### src/rtl/gray_dec_pkg.sv
// rtl/gray_dec_pkg.sv - shared types and constants for the Gray-count decoder
package gray_dec_pkg;

   localparam int WIDTH_DEF  = 3;
   localparam int ERR_W_DEF  = 8;
   localparam int RELOCK_DEF = 2;

   // Legal deltas; DELTA_DN becomes all-ones once cast to the count width.
   localparam int DELTA_UP = 1;
   localparam int DELTA_DN = -1;

   typedef enum logic [1:0] {
      IDLE  = 2'd0,
      TRACK = 2'd1,
      FAULT = 2'd2
   } state_t;

endpackage

### src/rtl/gray_to_bin.sv
// rtl/gray_to_bin.sv - combinational reflected-Gray to binary conversion
module gray_to_bin #(
   parameter int WIDTH = 3
) (
   input  logic [WIDTH-1:0] gray,
   output logic [WIDTH-1:0] bin
);

   assign bin[WIDTH-1] = gray[WIDTH-1];

   // Each binary bit is the XOR of all Gray bits from the MSB down to it.
   for (genvar i = 0; i < WIDTH - 1; i++) begin : g_prefix
      assign bin[i] = ^gray[WIDTH-1:i];
   end

endmodule

### src/rtl/gray_count_decoder.sv
// rtl/gray_count_decoder.sv - Gray count stream checker: binary, direction, illegal-step tracking
// err_cnt register exists only when GRAY_DEC_ERR_CNT_EN is defined; otherwise err_cnt is 0.
module gray_count_decoder
   import gray_dec_pkg::*;
#(
   parameter int WIDTH  = WIDTH_DEF,
   parameter int ERR_W  = ERR_W_DEF,
   parameter int RELOCK = RELOCK_DEF
) (
   input  logic             clk,
   input  logic             reset,
   input  logic             valid,
   input  logic [WIDTH-1:0] count_in,
   output logic [WIDTH-1:0] bin_out,
   output logic             dir,
   output logic             hold,
   output logic             step_err,
   output logic             dir_flip,
   output logic             locked,
   output logic [ERR_W-1:0] err_cnt
);

   localparam int RC_W = (RELOCK < 1) ? 1 : $clog2(RELOCK + 1);

   state_t           state_q, state_nxt;
   logic [WIDTH-1:0] bin_q, bin_nxt;
   logic [WIDTH-1:0] sample_bin;
   logic [WIDTH-1:0] delta;
   logic [RC_W-1:0]  relock_q, relock_nxt;
   logic             dir_q, dir_nxt;
   logic             dir_known_q, dir_known_nxt;
   logic             hold_q, hold_nxt;
   logic             err_q, err_nxt;
   logic             flip_q, flip_nxt;
   logic             locked_q, locked_nxt;
   logic             is_up, is_dn, is_hold, legal;

   gray_to_bin #(.WIDTH(WIDTH)) u_gray_to_bin (
      .gray (count_in),
      .bin  (sample_bin)
   );

   // bin_q doubles as the previous-sample reference and the bin_out register.
   assign delta   = sample_bin - bin_q;
   assign is_up   = (delta == WIDTH'(DELTA_UP));
   assign is_dn   = (delta == WIDTH'(DELTA_DN));
   assign is_hold = (delta == '0);
   assign legal   = is_up | is_dn;

   always_comb begin
      state_nxt     = state_q;
      bin_nxt       = bin_q;
      relock_nxt    = relock_q;
      dir_nxt       = dir_q;
      dir_known_nxt = dir_known_q;
      hold_nxt      = 1'b0;
      err_nxt       = 1'b0;
      flip_nxt      = 1'b0;
      if (valid) begin
         bin_nxt = sample_bin;
         case (state_q)
            IDLE: begin
               state_nxt     = TRACK;
               dir_known_nxt = 1'b0;
            end
            TRACK: begin
               if (legal) begin
                  dir_nxt       = is_up;
                  flip_nxt      = dir_known_q && (is_up != dir_q);
                  dir_known_nxt = 1'b1;
               end else if (is_hold) begin
                  hold_nxt = 1'b1;
               end else begin
                  err_nxt       = 1'b1;
                  state_nxt     = FAULT;
                  relock_nxt    = '0;
                  dir_known_nxt = 1'b0;
               end
            end
            FAULT: begin
               if (legal) begin
                  dir_nxt = is_up;
                  if (int'(relock_q) + 1 >= RELOCK) begin
                     state_nxt  = TRACK;
                     relock_nxt = '0;
                  end else begin
                     relock_nxt = relock_q + RC_W'(1);
                  end
               end else if (is_hold) begin
                  hold_nxt = 1'b1;
               end else begin
                  err_nxt    = 1'b1;
                  relock_nxt = '0;
               end
            end
            default: begin
               state_nxt  = IDLE;
               relock_nxt = '0;
            end
         endcase
      end
      locked_nxt = (state_nxt == TRACK);
   end

   always_ff @(posedge clk) begin
      if (reset) begin
         state_q     <= IDLE;
         bin_q       <= '0;
         relock_q    <= '0;
         dir_q       <= 1'b0;
         dir_known_q <= 1'b0;
         hold_q      <= 1'b0;
         err_q       <= 1'b0;
         flip_q      <= 1'b0;
         locked_q    <= 1'b0;
      end else begin
         state_q     <= state_nxt;
         bin_q       <= bin_nxt;
         relock_q    <= relock_nxt;
         dir_q       <= dir_nxt;
         dir_known_q <= dir_known_nxt;
         hold_q      <= hold_nxt;
         err_q       <= err_nxt;
         flip_q      <= flip_nxt;
         locked_q    <= locked_nxt;
      end
   end

`ifdef GRAY_DEC_ERR_CNT_EN
   logic [ERR_W-1:0] err_cnt_q;

   always_ff @(posedge clk) begin
      if (reset) begin
         err_cnt_q <= '0;
      end else if (err_nxt && (err_cnt_q != '1)) begin
         err_cnt_q <= err_cnt_q + ERR_W'(1);
      end
   end

   assign err_cnt = err_cnt_q;
`else
   assign err_cnt = '0;
`endif

   assign bin_out  = bin_q;
   assign dir      = dir_q;
   assign hold     = hold_q;
   assign step_err = err_q;
   assign dir_flip = flip_q;
   assign locked   = locked_q;

endmodule

### config.mk
export PLATFORM = sky130hd
export DESIGN_NAME = gray_count_decoder
export DESIGN_NICKNAME = d
export VERILOG_FILES = /design/src/rtl/gray_dec_pkg.sv /design/src/rtl/gray_to_bin.sv /design/src/rtl/gray_count_decoder.sv
export SDC_FILE = /design/constraint.sdc
export NUM_CORES = 1
export LEC_CHECK = 0
export BUFFER_PORTS_ARGS = -buffer_cell sky130_fd_sc_hd__buf_4
export CELL_PAD_IN_SITES_DETAIL_PLACEMENT = 1
export CELL_PAD_IN_SITES_GLOBAL_PLACEMENT = 1
export CORE_MARGIN = 8
export CORE_UTILIZATION = 35
export CTS_CLUSTER_DIAMETER = 100
export DETAILED_ROUTE_END_ITERATION = 16
export MAX_ROUTING_LAYER = met4
export PLACE_DENSITY = 0.74
export SLEW_MARGIN = 20
export SYNTH_ARGS = -nofsm -noshare
export SYNTH_HDL_FRONTEND = slang
export SYNTH_SLANG_ARGS = --single-unit
### constraint.sdc
create_clock -name clk -period 5.3 [get_ports clk]
set_clock_uncertainty 0.1 [all_clocks]
set_input_delay 0.265 -clock clk [delete_from_list [all_inputs] [get_ports clk]]
set_output_delay 0.265 -clock clk [all_outputs]
set_load 0.02 [all_outputs]
* Word-level counts from Yosys, hierarchy flattened *
Index checks and enable logic that the tools add are counted.

storage, ports and cells
  register bits = 13
  output and inout port bits = 16

cells by class
  $add $sub $neg = 3
  order comparisons = 1
  equality and inequality tests = 8
  mux-type cells = 16
  bitwise logic cells = 6
  reductions and logical operators = 12

operator list
  kind                                                                count
  two-way mux 2 bit                                                   9
  case mux 2 bit (3 select lines)                                     2
  AND reduction 3 bit                                                 3
  OR reduction 4 bit                                                  2
  NOT 1 bit                                                           5
  equality test 2 x 1 -> 1 bit (second input constant)                2
  two-way mux 1 bit                                                   4
  adder 2 x 1 -> 3 bit (second input constant)                        1
  equality test 3 x 1 -> 1 bit (second input constant)                1
  equality test 3 bit (second input constant)                         1
  greater-or-equal comparator 3 x 2 -> 1 bit (second input constant)  1
  zero test 3 bit                                                     1
  != test 3 bit (second input constant)                               1
  parity 3 bit                                                        1
  subtractor 3 bit                                                    1
  adder 2 x 1 -> 2 bit (second input constant)                        1
  equality test 2 bit (second input constant)                         1
  zero test 2 bit                                                     1
  != test 2 bit (second input constant)                               1
  case mux 1 bit (2 select lines)                                     1
  nonzero test 2 bit                                                  1
  OR reduction 2 bit                                                  1
  parity 2 bit                                                        1
  logical AND 1 bit                                                   1
  other kinds (2)                                                     2

* Logic depth before layout (Yosys ltp) *
Gate-level depths: netlist of the first run.

  depth in word-level cells = 8
  gate-level depth with buffers = 10
  depth with buffers taken out = 10

* By module *
From an unflattened synthesis of the first run, not the netlist that was laid out.

second synthesis, totals
  cell total of the unflattened synthesis = 98
  area, all modules = 884.6 um^2

by module, submodules not included
  module              instances  cells each  area each (um^2)  seq. area each (um^2)
  gray_count_decoder  1          95          844.6             260.2
  gray_to_bin         1          3           40.0              0.0

* Least setup slack after synthesis of the first run *
Ideal clock, no wire load.

  kind = input to register
  from = in count_in[2]
  to = reg state_q[1]
  arrival = 2.302 ns
  setup slack = 2.771 ns
  cell stages on the path = 10
  buffers on the path = 0
  path through = xor2_1 > xnor2_1 > ha_1 > inv_1 > fa_1 > xnor3_2 > xnor2_4 > o311ai_0 > o211ai_1 > nor2b_1

between the ends
  longest elaborated chain between the ends = 7

ends and longest elaborated chain
  item                                                        line                                                source
  from (decl)                                                 gray_count_decoder.sv:13                            input logic [WIDTH-1:0] count_in,
  parity 3 bit or parity 2 bit (tied branches)                gray_to_bin.sv:13                                   assign bin[i] = ^gray[WIDTH-1:i];
  subtractor 3 bit *                                          gray_count_decoder.sv:44                            assign delta = sample_bin - bin_q;
  equality test 3 x 1 -> 1 bit, or another cell as far along  gray_count_decoder.sv:45                            assign is_up = (delta == WIDTH'(DELTA_UP));
  bitwise OR 1 bit or two-way mux 2 bit (tied branches)       gray_count_decoder.sv:48, gray_count_decoder.sv:71
  two-way mux 2 bit, on equally long branches                 gray_count_decoder.sv:81, gray_count_decoder.sv:67
  case mux 2 bit (3 select lines) *                           gray_count_decoder.sv:61                            case (state_q)
  two-way mux 2 bit *                                         gray_count_decoder.sv:59                            if (valid) begin
  to (signal assigned)                                        gray_count_decoder.sv:117                           state_q <= state_nxt;
  to (decl)                                                   gray_count_decoder.sv:25                            state_t state_q, state_nxt;

Mark *: on every way between the ends. The rest lies on a longest branch, timed or not.
A chain may end at the register's enable or synchronous reset.

* Final worst setup path of the first run *
  from = in count_in[2]
  to = reg relock_q[0]

between the ends
  longest elaborated chain between the ends = 6

ends and longest elaborated chain
  item                                                                    line                       source
  parity 2 bit *                                                          gray_to_bin.sv:13
  named net sample_bin[1]                                                 gray_count_decoder.sv:27   logic [WIDTH-1:0] sample_bin;
  subtractor 3 bit *                                                      gray_count_decoder.sv:44
  equality test 3 x 1 -> 1 bit, or another cell as far along              gray_count_decoder.sv:45
  bitwise OR 1 bit or two-way mux 2 bit (tied branches)                   --
  two-way mux 2 bit, or another cell as far along                         gray_count_decoder.sv:81   if (legal) begin
  case mux 2 bit (3 select lines) or AND reduction 3 bit (tied branches)  --
  to (signal assigned)                                                    gray_count_decoder.sv:119  relock_q <= relock_nxt;
  to (decl)                                                               gray_count_decoder.sv:29   logic [RC_W-1:0] relock_q, relock_nxt;

Mark *: on every way through the listed nets, which the timed path passes. The rest lies on a longest branch. The select of a mux whose other input is x is not followed.

==> run_results.csv, run 1 <==
group,metric,value,unit
final_layout,fin_nets,131,
yosys,synth_cell_type_count,38,
worst_setup_path,cpMostUsedCell,"inv_1",
clock_tree,clock-sinks,13,
global_route,grt_max_degree,13,
place,dp_hpwl,1680,um
run,maxCapViolCount,0,
yosys,synth-async-reset-ratio,0,
clock_tree,clkLatencyLatePin,270,ps
pwr,p_per_area,267,nW/um2
yosys,netlist_top_cells_count,"dfxtp_1, nand2_1, buf_4, inv_1, nor2_1",
worst_hold_path,hp-class,"input pin to flop",
worst_setup_path,critPathKind,"input pin to flop",
clock_tree,hold_buffers,0,
global_route,grt_pass1_vias,801,
worst_setup_path,worstPathArrival,2700,ps
clock_tree,clock_path_buffers,2,
clock_tree,clkSlewWorstSetupHoldPaths,90,ps
sta,hold_viol_final,0,
worst_setup_path,cp-start-kind,"input pin",
die,die-area,4430,um2
yosys,yosysWarnings,0,
place,place_ws,2350,ps
pwr,peakVddDrop,124,uV
yosys,synth_seq_cells,13,
worst_setup_path,path_max_fanout,5,
yosys,netlist_area,895,um2
die,start_util,0.364,
place,dp.cells,143,
drt,wl_per_cell,14.2,um
worst_setup_path,worstSetupEndpointType,"flop",
global_route,grt_usage,0.105,
pwr,power.leakage,0.413,nW
worst_setup_path,crit_required,5340,ps
yosys,netlist_top_cells_area,"dfxtp_1, ha_1, buf_4, nand2_1, nor2b_1",
final_layout,fill_cells,305,
outcome,status,"completed",
yosys,yosys.area.top_type,"dfxtp_1",
yosys,synth_edf_count,0,
sta,tns,0,ps
final_layout,instances_no_fill,147,
die,ioPinCount,22,
die,rows,18,
final_layout,syn2layout_area_growth,12.4,%
global_route,grt_pass1_wl,3550,um
global_route,antenna_found_initial,0,
yosys,synth_flop_cell,"dfxtp_1",
yosys,synth_top_area_share,0.291,
place,routabilityCongestion,0.886,
die,chipHeight,66.6,um
yosys,avgSynthCellArea,8.52,um2
final_layout,layout-drive-gt1-share,0.179,
drt,routed_wl,2090,um
global_route,grt_overflow,0,
worst_setup_path,crit_chain,"buf_4, xor2_1, xnor2_1, ha_1, inv_1, fa_1, inv_1, xnor2_4, nor2_2, a211oi_1, o311ai_0",
final_layout,final_area,1010,um2
clock_tree,h-tree-depth,1,
final_layout,diodes,0,
clock_tree,cts_tree,"built",
worst_setup_path,critPathMaxStageDelay,560,ps
drt,vias,734,
worst_setup_path,crit_slowest_cell,"fa_1",
drt,drc,0,
sta,rsz0062_at_grt,"false",
sta,post-route-period-util,0.502,
sta,final-setup-viol-count,0,
clock_tree,numCtsBuffers,3,
place,placed_cell_area,980,um2
sta,finalMaxSlewViolations,0,
clock_tree,cts_resized,0,
die,die_w,66.6,um
drt,antenna_left,0,
yosys,yosysSeqAreaShare,0.291,
clock_tree,cts.root.buffer_cell,"clkbuf_4",
yosys,synth_most_common_cell,"dfxtp_1",
place,io_buffers,13,
worst_setup_path,critPathBufInv,3,
drt,viasPerCell,4.99,
final_layout,multi_input_area,554,um2
die,core,2450,um2
final_layout,seq_area,260,um2
yosys,synthCells,105,
sta,fmax,376,MHz
worst_setup_path,cp_top_family,"XOR/XNOR gates",
sta,fin_crit,2660,ps
clock_tree,cts_setup_buffers,0,
sta,fin_ws,2640,ps
drt,drt_iter0_drc,11,
drt,first_pass_iters,4,
## sequential cells by signal, summed over array words and instances, names as in the netlist
name and flops:
dir 1, dir_flip 1, hold 1, dir_known_q 1, state_q 2, relock_q 2, bin_out 3, step_err 1
locked 1
## cell families after synthesis
kind of cell             synth area share
AO/OA/AOI/OAI                       0.166
XOR/XNOR                           0.0769
adder cells (fa/ha/maj)             0.106
buffers and inverters               0.119
flip-flops                          0.291
multiplexers                       0.0224
other                             0.00419
AND/OR/NAND/NOR                     0.214
## final timing paths
kind,startpoint,to,slack [ps],cells after the start
max,count_in[2],relock_q[0]$_SDFFE_PP0P_,2640,11
min,reset,dir_known_q$_SDFFE_PP0P_,160,2
max reg2reg,bin_out[0]$_SDFFE_PP0P_,relock_q[0]$_SDFFE_PP0P_,2920,8
min reg2reg,dir_known_q$_SDFFE_PP0P_,dir_known_q$_SDFFE_PP0P_,400,2
## layout by cell type, fill, tap and decap left out, types with 3 or more instances in the layout
cell type,instances
buf_4,13
o21ai_0,5
nand2_1,10
clkbuf_4,3
dfxtp_1,13
nor2_1,7
ha_1,6
nor2b_1,6
inv_1,8
nand3_1,3
a21oi_1,4
conb_1,8
## where the power goes
| part | total (mW) | internal (mW) | switching, mW |
|---|---|---|---|
| Sequential | 0.107 | 0.103 | 0.00434 |
| Clock | 0.0621 | 0.0291 | 0.0330 |
| Combinational | 0.0994 | 0.0388 | 0.0606 |
## layout make-up
cell class,instances,area share
Tap cell,30,0.0373
Sequential cell,13,0.259
Clock buffer,4,0.0261
Inverter,8,0.0299
Multi-Input combinational cell,79,0.551
Timing Repair Buffer,13,0.0970
## per-stage QoR
stage / utilization / total power, mW / hold slack [ps]
3_5_place_dp: 0.399 / 0.210 / 390
2_1_floorplan: - / 0.189 / 312
5_1_grt: 0.410 / 0.287 / 144
4_1_cts: 0.410 / 0.274 / 151
3_3_place_gp: 0.399 / 0.208 / 362
6_report: 0.410 / 0.269 / 159
## per-layer routing
metal	vias up	track usage	part of all wire
li1	371	-	-
met1	347	0.115	0.45
met2	16	0.177	0.50
met3	0	0.0268	0.042
met4	0	0.0373	0
met5	-	-	0
(Power assumes the default switching activity.)
==> run 2, diff against run 1 <==
ABC_AREA = 1   (was not set)
PLACE_DENSITY = 0.76   (was 0.74)
clock period = 2.5 ns   (was 5.3 ns; I/O delays follow)
==> run_results.csv, run 2 <==
group,metric,value,unit
die,rows,18,
yosys,synthCells,132,
clock_tree,numCtsBuffers,3,
final_layout,syn2layout_area_growth,15.9,%
drt,viasPerCell,4.72,
clock_tree,clkSlewWorstSetupHoldPaths,90,ps
yosys,synthAdderAreaFrac,0.102,
die,chipHeight,67.6,um
final_layout,diodes,0,
sta,fmax,457,MHz
place,io_buffers,13,
yosys,synth_flop_cell,"dfxtp_1",
place,routabilityCongestion,0.775,
yosys,netlist_top_cells_area,"dfxtp_1, nand2_1, ha_1, inv_1, nand3_2",
sta,fin_crit,2190,ps
final_layout,layout-drive-gt1-share,0.228,
final_layout,seq_area,260,um2
die,die-area,4570,um2
die,ioPinCount,22,
yosys,synth_seq_cells,13,
yosys,yosysSeqAreaShare,0.280,
clock_tree,clock-sinks,13,
pwr,seqPwrFrac,0.407,
clock_tree,cts_resized,0,
sta,rsz0062_at_grt,"false",
global_route,grt_usage,0.108,
pwr,p_comb_frac,0.350,
worst_setup_path,cp-start-kind,"flop",
sta,finalMaxSlewViolations,0,
yosys,synth_edf_count,0,
yosys,synth-simple-area-share,0.327,
global_route,grt_overflow,0,
drt,antenna_left,0,
drt,routed_wl,2260,um
pwr,peakVddDrop,394,uV
global_route,grt_pass1_vias,907,
worst_setup_path,cpMostUsedCell,"nand2_1",
drt,wl_per_cell,12.6,um
sta,final-setup-viol-count,0,
yosys,synthXorXnorAreaFrac,0.0282,
clock_tree,clock_path_buffers,2,
run,maxCapViolCount,0,
final_layout,multi_input_area,549,um2
yosys,synthMuxAreaShare,0,
sta,tns,0,ps
clock_tree,cts.root.buffer_cell,"clkbuf_4",
global_route,antenna_found_initial,0,
die,core,2500,um2
pwr,power.internal,0.343,mW
die,die_w,67.6,um
sta,hold_viol_final,0,
clock_tree,cts_tree,"built",
yosys,synth_cell_type_count,25,
drt,vias,845,
worst_setup_path,critPathBufInv,2,
worst_setup_path,critPathKind,"flop to flop",
yosys,avgSynthCellArea,7.05,um2
outcome,status,"completed",
place,dp_hpwl,1850,um
yosys,synth_compound_area_frac,0.101,
clock_tree,hold_buffers,2,
yosys,netlist_area,931,um2
yosys,yosys.area.top_type,"dfxtp_1",
yosys,yosysWarnings,0,
final_layout,layout_commonest_cell,"nand2_1",
worst_hold_path,hp-class,"input pin to flop",
pwr,power.leakage,0.553,nW
global_route,grt_max_degree,9,
final_layout,fill_cells,326,
worst_setup_path,path_max_fanout,3,
pwr,p_switching,0.206,mW
worst_setup_path,worstSetupEndpointType,"flop",
clock_tree,clkLatencyLatePin,280,ps
drt,first_pass_iters,2,
worst_setup_path,crit_chain,"ha_1, inv_1, fa_1, inv_1, nand2_1, nand2_1, nand2_2, nand3_1, nand3_2, a21oi_1, nand2_1, nand2_1, nand2_1, nand2_1, nor2_1",
die,start_util,0.372,
drt,drc,0,
pwr,clkPwrFrac,0.243,
final_layout,fin_nets,163,
drt,drt_iter0_drc,21,
pwr,p_total,0.549,mW
worst_setup_path,worstPathArrival,2280,ps
yosys,synth-async-reset-ratio,0,
global_route,grt_pass1_wl,3730,um
yosys,synth_most_common_cell,"nand2_1",
worst_setup_path,crit_required,2590,ps
pwr,switching_share,0.375,
final_layout,largest_reg_flops,3,
pwr,p_per_area,509,nW/um2
yosys,synth_top_area_share,0.280,
worst_setup_path,cp_top_family,"simple AND/OR/NAND/NOR gates",
sta,fin_ws,310,ps
clock_tree,cts_setup_buffers,0,
worst_setup_path,crit_slowest_cell,"fa_1",
final_layout,final_cell_mix,"nand2_1, inv_1, buf_4, dfxtp_1, nand3_1",
place,place_ws,-17.6,ps
sta,post-route-period-util,0.876,
worst_setup_path,critPathMaxStageDelay,410,ps
yosys,synth_top_family_by_area,"simple AND/OR/NAND/NOR gates",
yosys,netlist_top_cells_count,"nand2_1, inv_1, dfxtp_1",
clock_tree,h-tree-depth,1,
run 2: cell types whose count changed in the layout (fill, tap and decap cells not counted), moves of 2 or more:
cell and change:
inv_1 +11, mux2i_1 -2, nand3_2 +6, xor2_1 +2, nand2_2 +5, nand4b_1 -2
nand3_1 +6, nand2_1 +19, nor2b_1 -6, inv_2 +2, o21bai_1 -2, a21oi_1 +3
dlygate4sd3_1 +2
run 2: cell type report:
cell class / instances / share of cell area
flip-flops and latches: 13 / 0.241
clock inverters: 1 / 0.00464
inverters: 21 / 0.0731
well taps: 30 / 0.0348
clock buffers: 3 / 0.0209
multi-input cells: 95 / 0.509
repair buffers: 16 / 0.116
run 2: final timing paths:
kind,from,endpoint,slack (ps),depth (start not counted)
worst max-delay path,bin_out[0]$_SDFFE_PP0P_,locked$_SDFF_PP0_,310,15
worst min-delay path,count_in[2],bin_out[2]$_SDFFE_PP0P_,20,3
worst max register to register,bin_out[0]$_SDFFE_PP0P_,locked$_SDFF_PP0_,310,15
worst min register to register,dir_known_q$_SDFFE_PP0P_,dir_known_q$_SDFFE_PP0P_,380,2
run 2: power groups by stage:
| stage | logic (mW) | registers (mW) | clock network (mW) |
|---|---|---|---|
| after floorplan | 0.141 | 0.235 | 0 |
| after global placement | 0.184 | 0.227 | 0 |
| after detailed placement | 0.190 | 0.228 | 0 |
| after CTS | 0.194 | 0.223 | 0.143 |
| after global routing | 0.215 | 0.224 | 0.147 |
| final | 0.192 | 0.223 | 0.133 |
run 2: tightest hold or removal path: cells and delay by family:
kind,cells,cell delay (ps)
buffers and inverters,2,190
AOI/OAI and AO/OA,1,50
run 2: routing by layer:
layer | share of wire | up-vias | track usage
li1 | - | 433 | -
met1 | 0.45 | 399 | 0.117
met2 | 0.51 | 13 | 0.188
met3 | 0.036 | 0 | 0.0381
met4 | 0 | 0 | 0.0157
met5 | 0 | - | -
run 2: through the flow:
stage | instance area [um2] | instances | hold WS, ps | util
2_1_floorplan | 957 | 139 | 164 | -
3_3_place_gp | 1030 | 173 | 257 | 0.412
3_5_place_dp | 1030 | 173 | 263 | 0.412
4_1_cts | 1080 | 179 | 5.13 | 0.431
5_1_grt | 1080 | 179 | 20.7 | 0.431
6_report | 1080 | 179 | 21.8 | 0.431
run 2: logic make-up after synthesis:
kind of cell	Yosys count
buf+inv	31
compound gates	16
other cells	1
simple gates	61
flops	13
fa+ha+maj	7
xor+xnor	3
